[src/rtl/branch_pkg.sv]
// Shared definitions for the EX-stage branch resolution slice.
// Holds the BranchOp encoding, the resolve FSM state type and the
// J/JAL target helper.
package branch_pkg;

  localparam int unsigned XLEN     = 32;
  localparam int unsigned OP_W     = 4;
  localparam int unsigned JIDX_W   = 26;
  localparam int unsigned SHADOW_W = 2;

  // BranchOp encoding; codes 10..15 are reserved and behave as NONE
  typedef enum logic [OP_W-1:0] {
    BR_NONE = 4'd0,
    BR_BEQ  = 4'd1,
    BR_BNE  = 4'd2,
    BR_BGEZ = 4'd3,
    BR_BGTZ = 4'd4,
    BR_BLEZ = 4'd5,
    BR_BLTZ = 4'd6,
    BR_J    = 4'd7,
    BR_JAL  = 4'd8,
    BR_JR   = 4'd9
  } branch_op_e;

  typedef enum logic [1:0] {
    ST_IDLE     = 2'd0,
    ST_REDIRECT = 2'd1,
    ST_SHADOW   = 2'd2
  } brs_state_e;

  // Pseudo-direct jump target: top nibble of PC+4, index, word alignment
  function automatic logic [XLEN-1:0] jump_target(input logic [3:0]        pc_hi,
                                                  input logic [JIDX_W-1:0] idx);
    return {pc_hi, idx, 2'b00};
  endfunction

endpackage

[src/rtl/branch_resolve_stage_if.sv]
// Bus between ID/EX and the branch resolve stage, plus the redirect
// outputs towards fetch/decode.
//   master : producer side (drives operands, observes redirect/link/count)
//   slave  : the resolve stage itself
interface branch_resolve_stage_if #(
  parameter int unsigned CNT_W = 16
);
  import branch_pkg::*;

  logic                  Stall;
  logic                  InValid;
  logic [OP_W-1:0]       BranchOp;
  logic [XLEN-1:0]       PCPlus4;
  logic [XLEN-1:0]       ShiftResult;
  logic [JIDX_W-1:0]     JumpIndex;
  logic [XLEN-1:0]       RegA;
  logic [XLEN-1:0]       RegB;

  logic                  Redirect;
  logic [XLEN-1:0]       TargetPC;
  logic                  Flush;
  logic                  LinkValid;
  logic [XLEN-1:0]       LinkAddr;
  logic [CNT_W-1:0]      TakenCount;

  modport master (
    output Stall, InValid, BranchOp, PCPlus4, ShiftResult, JumpIndex, RegA, RegB,
    input  Redirect, TargetPC, Flush, LinkValid, LinkAddr, TakenCount
  );

  modport slave (
    input  Stall, InValid, BranchOp, PCPlus4, ShiftResult, JumpIndex, RegA, RegB,
    output Redirect, TargetPC, Flush, LinkValid, LinkAddr, TakenCount
  );

endinterface

[src/rtl/branch_cond_eval.sv]
// Combinational branch condition evaluator.
//   BranchOp : decoded branch opcode
//   RegA/RegB: forwarded rs/rt values, compared as signed
//   taken_c  : the op redirects the PC
//   link_c   : the op writes a return address (JAL)
module branch_cond_eval
  import branch_pkg::*;
(
  input  branch_op_e      BranchOp,
  input  logic [XLEN-1:0] RegA,
  input  logic [XLEN-1:0] RegB,
  output logic            taken_c,
  output logic            link_c
);

  logic a_neg;
  logic a_zero;

  assign a_neg  = RegA[XLEN-1];
  assign a_zero = (RegA == '0);

  always_comb begin
    taken_c = 1'b0;
    link_c  = 1'b0;
    unique case (BranchOp)
      BR_BEQ:  taken_c = (RegA == RegB);
      BR_BNE:  taken_c = (RegA != RegB);
      BR_BGEZ: taken_c = !a_neg;
      BR_BGTZ: taken_c = !a_neg && !a_zero;
      BR_BLEZ: taken_c = a_neg || a_zero;
      BR_BLTZ: taken_c = a_neg;
      BR_J:    taken_c = 1'b1;
      BR_JAL: begin
        taken_c = 1'b1;
        link_c  = 1'b1;
      end
      BR_JR:   taken_c = 1'b1;
      default: begin
        taken_c = 1'b0;
        link_c  = 1'b0;
      end
    endcase
  end

endmodule

[src/rtl/branch_resolve_stage.sv]
// EX-stage branch/jump resolution.
// Computes the branch target, evaluates the condition, and issues a
// registered one-cycle Redirect/Flush (plus LinkValid for JAL). After a
// redirect the stage ignores SHADOW_CYCLES unstalled cycles of wrong-path
// input, and keeps a saturating count of taken branches.
//   Clk, Reset : clock, synchronous active-high reset
//   bus        : slave side of branch_resolve_stage_if (operands in,
//                Redirect/TargetPC/Flush/LinkValid/LinkAddr/TakenCount out)
module branch_resolve_stage
  import branch_pkg::*;
#(
  parameter int unsigned SHADOW_CYCLES = 1,
  parameter int unsigned CNT_W         = 16
) (
  input  logic                  Clk,
  input  logic                  Reset,
  branch_resolve_stage_if.slave bus
);

  brs_state_e            state_q;
  logic [SHADOW_W-1:0]   shadow_q;
  logic                  redirect_q;
  logic                  flush_q;
  logic                  link_valid_q;
  logic [XLEN-1:0]       target_q;
  logic [XLEN-1:0]       link_addr_q;
  logic [CNT_W-1:0]      taken_count_q;

  branch_op_e            op;
  logic                  taken_c;
  logic                  link_c;
  logic                  accept_c;
  logic [XLEN-1:0]       target_d;

  assign op = branch_op_e'(bus.BranchOp);

  branch_cond_eval u_cond (
    .BranchOp (op),
    .RegA     (bus.RegA),
    .RegB     (bus.RegB),
    .taken_c  (taken_c),
    .link_c   (link_c)
  );

  // Target mux; conditional branches share the PC-relative adder
  always_comb begin
    target_d = bus.PCPlus4 + bus.ShiftResult;
    unique case (op)
      BR_J, BR_JAL: target_d = jump_target(bus.PCPlus4[XLEN-1:XLEN-4], bus.JumpIndex);
      BR_JR:        target_d = bus.RegA;
      default:      target_d = bus.PCPlus4 + bus.ShiftResult;
    endcase
  end

  assign accept_c = bus.InValid && !bus.Stall && (state_q == ST_IDLE);

  // Resolve FSM; strobes default low so every pulse lasts one cycle
  always_ff @(posedge Clk) begin
    if (Reset) begin
      state_q       <= ST_IDLE;
      shadow_q      <= '0;
      redirect_q    <= 1'b0;
      flush_q       <= 1'b0;
      link_valid_q  <= 1'b0;
      target_q      <= '0;
      link_addr_q   <= '0;
      taken_count_q <= '0;
    end else begin
      redirect_q   <= 1'b0;
      flush_q      <= 1'b0;
      link_valid_q <= 1'b0;
      unique case (state_q)
        ST_IDLE: begin
          if (accept_c && taken_c) begin
            state_q      <= ST_REDIRECT;
            redirect_q   <= 1'b1;
            flush_q      <= 1'b1;
            target_q     <= target_d;
            link_valid_q <= link_c;
            if (link_c) begin
              link_addr_q <= bus.PCPlus4;
            end
            if (taken_count_q != {CNT_W{1'b1}}) begin
              taken_count_q <= taken_count_q + CNT_W'(1);
            end
          end
        end
        // The pulse is already on the outputs; Stall does not extend it
        ST_REDIRECT: begin
          state_q  <= ST_SHADOW;
          shadow_q <= SHADOW_W'(SHADOW_CYCLES);
        end
        // Drop wrong-path instructions; only unstalled cycles count down
        ST_SHADOW: begin
          if (!bus.Stall) begin
            if (shadow_q <= SHADOW_W'(1)) begin
              state_q  <= ST_IDLE;
              shadow_q <= '0;
            end else begin
              shadow_q <= shadow_q - SHADOW_W'(1);
            end
          end
        end
        default: begin
          state_q  <= ST_IDLE;
          shadow_q <= '0;
        end
      endcase
    end
  end

  assign bus.Redirect   = redirect_q;
  assign bus.Flush      = flush_q;
  assign bus.TargetPC   = target_q;
  assign bus.LinkValid  = link_valid_q;
  assign bus.LinkAddr   = link_addr_q;
  assign bus.TakenCount = taken_count_q;

endmodule

[src/flat_wrapper.sv]
// flat-port wrapper written by rule: the top's interface ports become plain ports
module branch_resolve_stage_flat import branch_pkg::*;
#(
  parameter int unsigned SHADOW_CYCLES = 1,
  parameter int unsigned CNT_W         = 16
)
  (Clk, Reset, bus_Stall, bus_InValid, bus_BranchOp, bus_PCPlus4, bus_ShiftResult, bus_JumpIndex, bus_RegA, bus_RegB, bus_Redirect, bus_TargetPC, bus_Flush, bus_LinkValid, bus_LinkAddr, bus_TakenCount);
  branch_resolve_stage_if #(.CNT_W(CNT_W)) bus_i ();
  input  logic Clk;
  input  logic Reset;
  input wire logic [$bits(bus_i.Stall)-1:0] bus_Stall;
  input wire logic [$bits(bus_i.InValid)-1:0] bus_InValid;
  input wire logic [$bits(bus_i.BranchOp)-1:0] bus_BranchOp;
  input wire logic [$bits(bus_i.PCPlus4)-1:0] bus_PCPlus4;
  input wire logic [$bits(bus_i.ShiftResult)-1:0] bus_ShiftResult;
  input wire logic [$bits(bus_i.JumpIndex)-1:0] bus_JumpIndex;
  input wire logic [$bits(bus_i.RegA)-1:0] bus_RegA;
  input wire logic [$bits(bus_i.RegB)-1:0] bus_RegB;
  output wire logic [$bits(bus_i.Redirect)-1:0] bus_Redirect;
  output wire logic [$bits(bus_i.TargetPC)-1:0] bus_TargetPC;
  output wire logic [$bits(bus_i.Flush)-1:0] bus_Flush;
  output wire logic [$bits(bus_i.LinkValid)-1:0] bus_LinkValid;
  output wire logic [$bits(bus_i.LinkAddr)-1:0] bus_LinkAddr;
  output wire logic [$bits(bus_i.TakenCount)-1:0] bus_TakenCount;
  assign bus_i.Stall = bus_Stall;
  assign bus_i.InValid = bus_InValid;
  assign bus_i.BranchOp = bus_BranchOp;
  assign bus_i.PCPlus4 = bus_PCPlus4;
  assign bus_i.ShiftResult = bus_ShiftResult;
  assign bus_i.JumpIndex = bus_JumpIndex;
  assign bus_i.RegA = bus_RegA;
  assign bus_i.RegB = bus_RegB;
  assign bus_Redirect = bus_i.Redirect;
  assign bus_TargetPC = bus_i.TargetPC;
  assign bus_Flush = bus_i.Flush;
  assign bus_LinkValid = bus_i.LinkValid;
  assign bus_LinkAddr = bus_i.LinkAddr;
  assign bus_TakenCount = bus_i.TakenCount;
  branch_resolve_stage #(.SHADOW_CYCLES(SHADOW_CYCLES), .CNT_W(CNT_W)) u_core (.Clk(Clk), .Reset(Reset), .bus(bus_i));
endmodule
[config.mk]
export PLATFORM = sky130hd
export DESIGN_NAME = branch_resolve_stage_flat
export DESIGN_NICKNAME = d
export VERILOG_FILES = /design/src/rtl/branch_pkg.sv /design/src/rtl/branch_resolve_stage_if.sv /design/src/rtl/branch_cond_eval.sv /design/src/rtl/branch_resolve_stage.sv /design/src/flat_wrapper.sv
export SDC_FILE = /design/constraint.sdc
export NUM_CORES = 1
export LEC_CHECK = 0
export ABC_AREA = 1
export CAP_MARGIN = 20
export CORE_UTILIZATION = 42
export CTS_CLUSTER_SIZE = 20
export DETAILED_ROUTE_END_ITERATION = 10
export HOLD_SLACK_MARGIN = 0.1
export PLACE_DENSITY = 0.78
export SYNTH_ARGS = -nofsm -noshare
export SYNTH_HDL_FRONTEND = slang
export SYNTH_SLANG_ARGS = --single-unit
[constraint.sdc]
create_clock -name Clk -period 1.7 [get_ports Clk]
set_input_delay 0.17 -clock Clk [delete_from_list [all_inputs] [get_ports Clk]]
set_output_delay 0.17 -clock Clk [all_outputs]
set_load 0.1 [all_outputs]
==> flow_summary.toml <==
[run_status]
status = "finished, violations left"
violations = "negative setup slack"

[synth]
synthFlopType = "dfxtp_1"
ys_warn_count = 0
synth_edf_count = 0
synth_area_per_cell_um2 = 5.989
yosys_register_bits = 86
synth_fp_nets = 1361
syn_inst = 1163
synthDistinctLibCells = 46
synth_top_area_share_pct = 24.72
synthTopCellsByArea = "dfxtp_1 (25%), nand2_1 (17%), nor2_1 (9.3%)"
synth_top_cell_by_area = "dfxtp_1"
synth-seq-area-share_pct = 24.72
synth-async-reset-ratio_pct = 0
syn-cell-area_um2 = 6965

[clocking]
numCtsBuffers = 9
numClockSinks = 86
htree_num_levels = 3
cts_tree = "yes"
cts.clk_slew.worst_paths_ps = 70
clockBufferDepth = 2
worstSkewPairLatency_ps = 360
clockRootBuffer = "clkbuf_16"

[floorplanning]
initial_core_util_pct = 43.38
dieWidth_um = 130.8
row_count = 46
core_um2 = 16060
die_h_um = 130.8
io_pins = 245
dieArea_um2 = 17100

[worst_setup_path]
cp-start-kind = "input port"
required_ps = 1950
cp-startpoint = "bus_ShiftResult[10]"
reg2reg_from = "u_core.state_q[0]$_SDFFE_PP0P_"
path_max_fanout = 4
worstPathArrival_ps = 2110
worst-setup-path-type = "input port to flop"
worst_setup_path_end_kind = "flop"

[sta]
max-slew-margin-rel_pct = 71.71
slew_viol_final = 0
finalHoldViolCount = 0
min_period_over_period_pct = 109.0
rsz0062_at_grt = "true"
worst_hold_slack_ps = 150.3
setup_violations = 40
period_needed_ps = 1852
fin_skew_ps = 6.628
worst_pin_slew_ps = 424.4
finalWorstSetupSlack_ps = -152.2
fmax_mhz = 539.9

[placement]
dp_slack_ps = -882.3
dp_cells = 1742
io_buffers = 244
hpwl_mm = 21.97
gp_congestion = 0.9343

[detailed_routing]
first_pass_iters = 5
route.vias.total = 9882
ant_nets = 0
wl_mm = 34.95
drc = 0
wire_per_inst_um = 19.48
viasPerCell = 5.508
drt_iter0_markers = 975

[finish]
syn_to_final_growth_pct = 87.53
finalNetCount = 1770
drive_above_1_share_pct = 43.56
finalCoreUtilization_pct = 81.35
fin_cells = 1794

[pwr]
power.total_w = 0.008273
p_per_area_nw_per_um2 = 633.3
ir_drop_mv = 0.4932
p_leak_nw = 6.110

[grt]
grt_pass1_vias = 8897
grt_overflow = 0
grtUsageTotal_pct = 35.89
grt_pass1_wl_mm = 46.53
grt_max_degree = 58
antenna_found_initial = 2

[job]
cap_violations = 0

[worst_hold_path]
hp-start = "bus_PCPlus4[0]"
min_path_type = "input port to flop"
-- metal layers --
layer	up-vias	wire (um)	track usage [%]
met2	614	16450	60.38
met1	4564	13160	43.43
li1	4518	-	-
met4	2	2187	19.95
met3	184	3146	6.107
met5	-	12	0
-- registers in the layout, indices dropped and copies added (netlist names) --
| register | flops |
|---|---|
| u_core.bus.Redirect | 1 |
| u_core.bus.LinkAddr | 32 |
| u_core.bus.TargetPC | 32 |
| u_core.bus.TakenCount | 16 |
| u_core.bus.LinkValid | 1 |
| u_core.shadow_q | 2 |
| u_core.state_q | 2 |
-- placed cells by master (no fill, tap or decap), drive strengths merged, types with 8 or more instances in the layout --
cell / Yosys / layout
a21oi: 86 / 86
a22oi: 25 / 25
buf: 20 / 296
clkbuf: 13 / 56
clkdlybuf4s15: 0 / 8
clkdlybuf4s50: 0 / 32
dfxtp: 86 / 86
dlygate4sd2: 0 / 39
dlymetal6s2s: 0 / 9
ha: 35 / 35
inv: 171 / 176
nand2: 327 / 327
nand3: 40 / 40
nand4: 21 / 21
nor2: 174 / 174
nor3: 21 / 21
o21ai: 69 / 69
or2: 9 / 9
xnor2: 31 / 31
xor2: 13 / 13
-- synth_stat cells (13+ instances only) --
cell	instances
a21oi_1	86
a22oi_1	25
clkbuf_1	13
dfxtp_1	86
ha_1	35
inv_1	160
nand2_1	324
nand3_1	39
nand4_1	20
nor2_1	172
nor3_1	19
o21ai_0	67
xnor2_1	31
xor2_1	13
-- report_power, final --
part           internal [W]  switching [W]  leakage (nW)
registers           0.00209      0.0000826         0.706
logic               0.00164        0.00229          5.25
clock network       0.00118       0.000989         0.152
total               0.00491        0.00336          6.11
-- worst max-delay path, cell delays in order --
cell and delay [ps]:
dlygate4sd2_1 260, ha_4 260, a21oi_4 270, o21ai_1 200, inv_1 130, nand2_1 80, nand2_1 90, nand3_2 140
a21boi_2 180, nand2_1 60, nand2_1 60, nor2_1 50, nor2_1 100, nor2_1 40
-- layout make-up --
class / count / area, um2
Clock buffer: 9 / 225.2
Antenna cell: 1 / 2.502
Sequential cell: 86 / 1764
Timing Repair Buffer: 431 / 3984
Inverter: 173 / 654.4
Clock inverter: 7 / 88.84
Tap cell: 216 / 270.3
Multi-Input combinational cell: 871 / 6073
Fill cell: 1017 / 2995
-- worst paths after layout --
path | slack, ps | cells past startpoint | end
setup reg to reg | 0 | 11 | u_core.bus.LinkAddr[7]$_SDFFE_PP0P_
setup / recovery | -150 | 14 | u_core.bus.TargetPC[27]$_SDFFE_PP0N_
hold / removal | 150 | 5 | u_core.bus.LinkAddr[0]$_SDFFE_PP0P_
hold reg to reg | 480 | 2 | u_core.shadow_q[0]$_SDFFE_PP0P_
-- cells by family after synthesis --
group	after synthesis	synth area share, %
flip-flops	86	24.72
XOR/XNOR	44	5.533
buffers and inverters	206	12.02
adder cells (fa/ha/maj)	36	6.574
AO/OA/AOI/OAI	194	15.39
AND/OR/NAND/NOR	597	35.76
-- stage by stage --
stage / instance area (um2) / TNS [ps]
after floorplan: 7046 / -2674
after global placement: 10920 / -58490
after detailed placement: 10920 / -62380
after CTS: 12230 / -32.79
after global routing: 13060 / -9373
final: 13060 / -2055
-- timing repair --
item                       in CTS  in global routing
hold endpoints to repair        0                  0
resized for setup             419                337
gates cloned                    5                  1
setup buffers                  16                 17
hold buffers                    0                  0
setup endpoints to repair      84                 84
pin swaps                     117                165
(Power assumes the default switching activity.)
